## src/rtl/mux_rr_pkg.sv

```systemverilog
// Shared constants for the registered N-channel select/arbitration block.
package mux_rr_pkg;

  localparam logic MODE_FIXED = 1'b0;
  localparam logic MODE_RR    = 1'b1;

endpackage : mux_rr_pkg

```

## src/rtl/mux_rr_reg_rr_pick.sv

```systemverilog
// Combinational round-robin picker: first asserted req scanning cyclically from
// ptr+1 through ptr itself (ptr is the previous winner, so it has lowest priority).
module rr_pick #(
  parameter  int N_CH  = 4,
  localparam int SEL_W = $clog2(N_CH)
) (
  input  logic [N_CH-1:0]  req,
  input  logic [SEL_W-1:0] ptr,
  output logic [SEL_W-1:0] gnt_idx,
  output logic             gnt_vld
);

  // cand[gi] is the channel examined at scan position gi (0 = highest priority).
  logic [SEL_W-1:0] cand [N_CH];

  generate
    for (genvar gi = 0; gi < N_CH; gi++) begin : g_cand
      assign cand[gi] = (int'(ptr) + gi + 1 >= N_CH)
                        ? SEL_W'(int'(ptr) + gi + 1 - N_CH)
                        : SEL_W'(int'(ptr) + gi + 1);
    end
  endgenerate

  // Scan from lowest to highest priority so the highest-priority hit is written last.
  always_comb begin
    gnt_vld = 1'b0;
    gnt_idx = '0;
    for (int i = N_CH - 1; i >= 0; i--) begin
      if (req[cand[i]]) begin
        gnt_vld = 1'b1;
        gnt_idx = cand[i];
      end
    end
  end

endmodule : rr_pick

```

## src/rtl/mux_rr_reg.sv

```systemverilog
// N-channel to one registered output mux with valid/ready handshake; fixed-select
// or round-robin arbitration, one output register stage with full throughput.
module mux_rr_reg
  import mux_rr_pkg::*;
#(
  parameter  int WIDTH = 8,
  parameter  int N_CH  = 4,
  localparam int SEL_W = $clog2(N_CH)
) (
  input  logic                  clk_in,
  input  logic                  rst_in,
  input  logic                  mode_in,
  input  logic [SEL_W-1:0]      sel_in,
  input  logic [N_CH*WIDTH-1:0] data_in,
  input  logic [N_CH-1:0]       valid_in,
  output logic [N_CH-1:0]       ready_out,
  output logic [WIDTH-1:0]      y_out,
  output logic                  y_valid_out,
  output logic [SEL_W-1:0]      y_ch_out,
  input  logic                  y_ready_in
);

  localparam int SEL_SPAN = 1 << SEL_W;

  logic [WIDTH-1:0]    ch_data [N_CH];
  logic [SEL_SPAN-1:0] valid_ext;
  logic [SEL_W-1:0]    rr_ptr_reg;
  logic [SEL_W-1:0]    rr_idx;
  logic                rr_vld;
  logic [SEL_W-1:0]    gnt_idx;
  logic                gnt_vld;
  logic                fixed_vld;
  logic                can_load;
  logic                xfer;

  generate
    for (genvar gi = 0; gi < N_CH; gi++) begin : g_ch
      assign ch_data[gi] = data_in[gi*WIDTH +: WIDTH];
    end
  endgenerate

  // Pad valid_in to the full index range so an out-of-range sel_in reads a zero.
  always_comb begin
    valid_ext = '0;
    valid_ext[N_CH-1:0] = valid_in;
  end

  assign fixed_vld = valid_ext[sel_in];

  rr_pick #(.N_CH(N_CH)) u_pick (
    .req     (valid_in),
    .ptr     (rr_ptr_reg),
    .gnt_idx (rr_idx),
    .gnt_vld (rr_vld)
  );

  assign gnt_vld  = (mode_in == MODE_RR) ? rr_vld : fixed_vld;
  assign gnt_idx  = (mode_in == MODE_RR) ? rr_idx : sel_in;
  assign can_load = !y_valid_out || y_ready_in;
  assign xfer     = gnt_vld && can_load && !rst_in;

  generate
    for (genvar gi = 0; gi < N_CH; gi++) begin : g_ready
      assign ready_out[gi] = xfer && (gnt_idx == SEL_W'(gi));
    end
  endgenerate

  always_ff @(posedge clk_in) begin
    if (rst_in) begin
      y_out       <= '0;
      y_valid_out <= 1'b0;
      y_ch_out    <= '0;
      rr_ptr_reg  <= SEL_W'(N_CH - 1);
    end else if (xfer) begin
      y_out       <= ch_data[gnt_idx];
      y_ch_out    <= gnt_idx;
      y_valid_out <= 1'b1;
      if (mode_in == MODE_RR) begin
        rr_ptr_reg <= gnt_idx;
      end
    end else if (y_ready_in) begin
      y_valid_out <= 1'b0;
    end
  end

endmodule : mux_rr_reg
```

## config.mk

```make
export PLATFORM = sky130hd
export DESIGN_NAME = mux_rr_reg
export DESIGN_NICKNAME = d
export VERILOG_FILES = /design/src/rtl/mux_rr_pkg.sv /design/src/rtl/mux_rr_reg_rr_pick.sv /design/src/rtl/mux_rr_reg.sv
export SDC_FILE = /design/constraint.sdc
export NUM_CORES = 1
export LEC_CHECK = 0
export ABC_AREA = 0
export ABC_CLOCK_PERIOD_IN_PS = 1900
export BUFFER_PORTS_ARGS = -buffer_cell sky130_fd_sc_hd__buf_4
export CAP_MARGIN = 20
export CORE_ASPECT_RATIO = 0.5
export CORE_MARGIN = 4
export CORE_UTILIZATION = 35
export DETAILED_ROUTE_END_ITERATION = 8
export MAX_ROUTING_LAYER = met4
export PLACE_DENSITY = 0.69
export SYNTH_ARGS = -nofsm -noshare
export SYNTH_HDL_FRONTEND = slang
export SYNTH_SLANG_ARGS = --single-unit
```

## constraint.sdc

```tcl
create_clock -name clk_in -period 1.9 [get_ports clk_in]
set_clock_uncertainty 0.15 [all_clocks]
set_input_delay 0.095 -clock clk_in [delete_from_list [all_inputs] [get_ports clk_in]]
set_output_delay 0.095 -clock clk_in [all_outputs]
set_load 0.005 [all_outputs]
```

After elaboration in Yosys (flattened, before gate mapping)
Cells that the tools add are included.

word-level totals
  register bits after elaboration = 13
  latch bits = 0
  bits in writable memories = 0
  ROM bits = 0
  bits of input ports = 42
  output and inout bits = 15
  word-level logic and storage cells = 69
  memories kept = 0

operators by class
  add/sub/neg operators = 10
  $mul = 0
  div/mod/pow operators = 0
  magnitude comparators = 10
  equal/unequal tests = 3
  shift operators = 0
  muxes and demuxes = 29
  bitwise logic cells = 1
  reduce and logical (&&, ||, !) cells = 12

operators by type and width
  kind                                                  number
  >= comparator 32 x 4 -> 1 bit, second input constant  3
  two-way mux 2 bit                                     9
  binary-select mux 8 bit (select 2 bit)                1
  two-way mux 8 bit                                     2
  < comparator 2 x 3 -> 1 bit, second input constant    5
  adder 3 x 1 -> 4 bit, second input constant           3
  two-way mux 1 bit                                     12
  binary-select mux 1 bit (select 2 bit)                5
  subtractor 2 x 1 -> 2 bit, second input constant      4
  adder 2 x 2 -> 3 bit, second input constant           2
  >= comparator 3 bit, second input constant            2
  logical AND 1 bit                                     6
  equality test 2 bit, second input constant            2
  adder 2 x 1 -> 3 bit, second input constant           1
  NOT 2 -> 3 bit                                        1
  equality test 2 x 1 -> 1 bit, second input constant   1
  zero test 1 bit                                       2
  zero test 2 bit                                       1
  AND reduction 2 bit                                   1
  nonzero test 2 bit                                    1
  logical OR 1 bit                                      1

Logic depth before layout (Yosys ltp)
  depth in word-level cells = 15
  mapped depth = 9
  gate-level depth less buffers = 6

Cells and area by module
Synthesis repeated with hierarchy kept, for this count alone.

unflattened totals
  cells, all modules = 109
  area total of the unflattened synthesis = 1001.0 µm²

by module, submodules not included
  module      times used  cells each  area each (µm²)  seq. area each (µm²)
  mux_rr_reg  1           95          917.1            260.2
  rr_pick     1           14          83.8             0.0

Least setup slack after synthesis
No wires, ideal clock.

  kind = reg-to-reg
  start = register rr_ptr_reg[1]
  end = register y_out[0]
  setup time = 67 ps
  data arrival time = 1778 ps
  data required time = 1683 ps
  slack = -95 ps
  cell stages (with the launch flop) = 9
  buffers on the path = 2
  clock period less this slack = 1995 ps
  cells stage by stage = dfxtp_1 buf_6 or3b_4 o211a_1 o21a_1 or2_1 buf_6 mux2_4 o21ai_2

between the ends
  longest elaborated chain between the ends = 15
  elaborated cells on any way between the ends = 42
  those cells by class = add/sub: 10; order compare: 4; mux: 25; bitwise: 1; reduce/logical: 2

RTL lines
  item                                                                        RTL line                                            source
  start, declared                                                             mux_rr_reg.sv:27                                    logic [SEL_W-1:0] rr_ptr_reg;
  start signal, assigned                                                      mux_rr_reg.sv:73                                    rr_ptr_reg <= SEL_W'(N_CH - 1);
  start signal, assigned                                                      mux_rr_reg.sv:79                                    rr_ptr_reg <= gnt_idx;
  adder 2 x 2 -> 3 bit                                                        mux_rr_reg_rr_pick.sv:18                            assign cand[gi] = (int'(ptr) + gi + 1 >= N_CH)
  adder 3 x 1 -> 4 bit                                                        mux_rr_reg_rr_pick.sv:18
  >= comparator 32 x 4 -> 1 bit or subtractor 2 x 1 -> 2 bit (tied branches)  mux_rr_reg_rr_pick.sv:18, mux_rr_reg_rr_pick.sv:19
  two-way mux 2 bit                                                           mux_rr_reg_rr_pick.sv:19                            ? SEL_W'(int'(ptr) + gi + 1 - N_CH)
  binary-select mux 1 bit (select 2 bit)                                      mux_rr_reg_rr_pick.sv:29                            if (req[cand[i]]) begin
  two-way mux 1 bit (not written as such)                                     mux_rr_reg_rr_pick.sv:29
  two-way mux 2 bit (4 in series)                                             mux_rr_reg_rr_pick.sv:29
  two-way mux 2 bit                                                           mux_rr_reg.sv:58                                    assign gnt_idx = (mode_in == MODE_RR) ? rr_idx : sel_in;
  NOT 2 -> 3 bit (not written as such)                                        mux_rr_reg.sv:75                                    y_out <= ch_data[gnt_idx];
  binary-select mux 8 bit (select 2 bit)                                      mux_rr_reg.sv:75
  two-way mux 8 bit (not written as such) (2 in series)                       mux_rr_reg.sv:75
  end signal, assigned                                                        mux_rr_reg.sv:75
  end, declared                                                               mux_rr_reg.sv:17                                    output logic [WIDTH-1:0] y_out,

Several ways; a longest one is shown, not always the timed one. The select of a mux whose other input is x is not followed.
A chain may end at the register's enable or synchronous reset.

Worst setup path in the final report
  start = register rr_ptr_reg[1]
  end = output ready_out[1]

between the ends
  longest elaborated chain between the ends = 14
  elaborated cells on any way between the ends = 40
  those cells by class = add/sub: 10; order compare: 4; eq/ne: 1; mux: 22; reduce/logical: 3

RTL lines
  item                                                                        RTL line                                            source
  adder 2 x 2 -> 3 bit                                                        mux_rr_reg_rr_pick.sv:18
  adder 3 x 1 -> 4 bit                                                        mux_rr_reg_rr_pick.sv:18
  >= comparator 32 x 4 -> 1 bit or subtractor 2 x 1 -> 2 bit (tied branches)  mux_rr_reg_rr_pick.sv:18, mux_rr_reg_rr_pick.sv:19
  two-way mux 2 bit                                                           mux_rr_reg_rr_pick.sv:19
  binary-select mux 1 bit (select 2 bit)                                      mux_rr_reg_rr_pick.sv:29
  two-way mux 1 bit (not written as such)                                     mux_rr_reg_rr_pick.sv:29
  two-way mux 1 bit (4 in series)                                             mux_rr_reg_rr_pick.sv:29
  two-way mux 1 bit                                                           mux_rr_reg.sv:57                                    assign gnt_vld = (mode_in == MODE_RR) ? rr_vld : fixed_vld;
  logical AND 1 bit (2 in series)                                             mux_rr_reg.sv:60                                    assign xfer = gnt_vld && can_load && !rst_in;
  logical AND 1 bit *                                                         mux_rr_reg.sv:64                                    assign ready_out[gi] = xfer && (gnt_idx == SEL_W'(gi));
  end, declared                                                               mux_rr_reg.sv:16                                    output logic [N_CH-1:0] ready_out,

Every way passes the cells marked *; elsewhere a longest branch is shown, timed or not. The select of a mux whose other input is x is not followed.

==> impl_metrics.tcl <==
set metrics [dict create \
    wl_per_cell_um 13.7 \
    seq_area_frac_synth_pct 23.3 \
    cts_buffers 3 \
    core_sq_um 3030 \
    ys_async_sr_fraction_pct 0 \
    synth_cell_types 32 \
    power.density_nw_per_um2 617 \
    post-route-worst-setup-slack_ps -210 \
    postSynthAreaPerCell_sq_um 10.1 \
    required_ps 1650 \
    pre_cts_ws_ps -122 \
    start_kind "flop" \
    ys.flop_type "dfxtp_1" \
    yosysTopAreaCellShare_pct 23.3 \
    ir_drop_v 0.000227 \
    grt_usage_pct 15.0 \
    critPathSlowestCell "or3b_4" \
    cellLeakagePower_nw 0.848 \
    synthCells 111 \
    dp.final_hpwl_um 2190 \
    synth.area.top_cells "dfxtp_1 (23%), mux2i_1 (18%), mux2_4 (11%)" \
    min_path_type "in2reg" \
    syn2layout_area_growth_pct 53.9 \
    status "finished with violations" \
    rsz0062_at_grt "true" \
    synth_area_leader_cell "dfxtp_1" \
    yosysMostFrequentCell "mux2i_1" \
    insertedDiodeCount 0 \
    hold_viol_final 0 \
    syn-num-nets 153 \
    cts_htree_levels 1 \
    ant_nets 0 \
    drc 0 \
    critPathTopFamily "simple AND/OR/NAND/NOR gates" \
    largest_register_ffs 8 \
    grt_max_degree 19 \
    num_vias 1057 \
    finalWorstPathRequiredPeriod_ps 2110 \
    port_buffers 56 \
    root_buffer "clkbuf_8" \
    num_rows 14 \
    cap_violations 0 \
    die_h_um 48.0 \
    clk-insertion-delay-late_ps 240 \
    ctsLongestPathBuffers 2 \
    start_util_pct 36.9 \
    path_cells "or3b_4 > o211a_1 > o21a_1 > or2_1 > buf_12 > nor3_4 > buf_4" \
    grt_pass1_vias 1014 \
    gp_congestion 0.825 \
    setup_tns_ps -2270 \
    path_max_fanout 6 \
    path_buf_inv 2 \
    synthTopCellsByCount "mux2i_1 (20), dfxtp_1 (13), nor2_1 (10)" \
    grt_overflow 0 \
    dp.cells 205 \
    synth_edf_count 0 \
    timing_worst_slew_pin_value_ps 388 \
    critPathKind "reg2out" \
    netlist_area_sq_um 1120 \
    cts_tree "built" \
    ios 57 \
    clkSinkCount 13 \
    viasPerCell 4.99 \
    nets 215 \
    arrival_ps 1860 \
    clkTransAtPathRegs_ps 50 \
    maxSlewHeadroom_pct 74.0 \
    drt_iter0_markers 7 \
    drv_slew 0 \
    fmax_mhz 474 \
    cp-end-kind "output port" \
    violations "negative setup slack" \
    wirelength_um 2910 \
    max_stage_delay_ps 370 \
    drive_gt1_share_pct 56.4 \
    finalCritPeriodShare_pct 111 \
    antenna_found_initial 0 \
    grt_pass1_wl_um 4520 \
    ys_ff_latch 13 \
    die-area_sq_um 4220 \
    final-setup-viol-count 13 \
    yosys_warnings 0 \
    fin_cells 212 \
    hold_slack_ps 2.46 \
    die_x_um 88.0 \
    drt_first_pass_iters 4 \
]
-- layer usage --
| layer | up-vias | track usage (%) | share of wire [%] |
|---|---|---|---|
| met3 | 6 | 4.12 | 4.7 |
| met1 | 490 | 15.3 | 39 |
| li1 | 535 | - | - |
| met4 | 0 | 5.81 | 2.9 |
| met5 | - | - | 0 |
| met2 | 26 | 28.4 | 53 |
-- logic make-up after synthesis --
kind of cell,after synthesis,synth area share [%]
and+or+nand+nor,37,19.2
muxes,30,33.0
DFF,13,23.3
AOI/OAI and AO/OA,20,14.0
buffers and inverters,11,10.5
-- what timing repair did --
item / 4_1_cts / 5_1_grt
endpoints found under the setup margin: 15 / 16
hold buffers: 1 / 0
endpoints found under the hold margin: 3 / 0
buffers inserted: 2 / 0
pin swaps: 4 / 2
gates resized for setup: 13 / 0
-- area by class of cell --
type | count | area, sq um
flip-flops and latches | 13 | 264
repair buffers | 66 | 552
well taps | 40 | 50.0
inverters | 2 | 7.51
multi-input cells | 87 | 803
fillers | 263 | 1310
clock buffers | 4 | 45.0
-- stage by stage --
| stage | total power [mW] | instance area, sq um | utilization (%) |
|---|---|---|---|
| 3_5_place_dp | 0.789 | 1580 | 52.3 |
| 2_1_floorplan | 0.619 | 1130 | - |
| 5_1_grt | 1.12 | 1720 | 56.8 |
| 4_1_cts | 1.07 | 1720 | 56.8 |
| 3_3_place_gp | 0.783 | 1580 | 52.3 |
| 6_report | 1.06 | 1720 | 56.8 |
-- worst paths after layout --
| path | startpoint | end | slack, ps | cells past startpoint |
|---|---|---|---|---|
| worst max-delay path | rr_ptr_reg[1]$_SDFFE_PP1P_ | ready_out[1] | -210 | 7 |
| worst min-delay path | y_ready_in | y_valid_out$_SDFFE_PP0P_ | 2 | 3 |
| worst max register to register | rr_ptr_reg[1]$_SDFFE_PP1P_ | y_out[3]$_SDFFE_PP0P_ | -200 | 8 |
| worst min register to register | y_out[4]$_SDFFE_PP0P_ | y_out[4]$_SDFFE_PP0P_ | 330 | 2 |
-- where the power goes --
group | switching, mW | internal (mW) | total, mW
clock | 0.0916 | 0.148 | 0.239
combinational | 0.194 | 0.291 | 0.485
sequential | 0.0257 | 0.313 | 0.338
total | 0.311 | 0.751 | 1.06
-- tightest hold or removal path, cell delays in order --
cell and delay (ps):
buf_4 70, nand2b_1 110, a21oi_1 60
-- placed cells by master (no fill, tap or decap), types with 2 or more instances in the layout --
cell type,instances
buf_4,60
nor3_4,3
a21oi_1,2
o211ai_1,2
nand2b_1,2
mux2i_1,20
clkbuf_8,3
o21ai_2,8
nand2_1,3
dfxtp_1,12
mux2_4,8
o21a_1,2
nor2_1,10
buf_12,4
nand3b_1,8
inv_1,2
(Power assumes the default switching activity.)
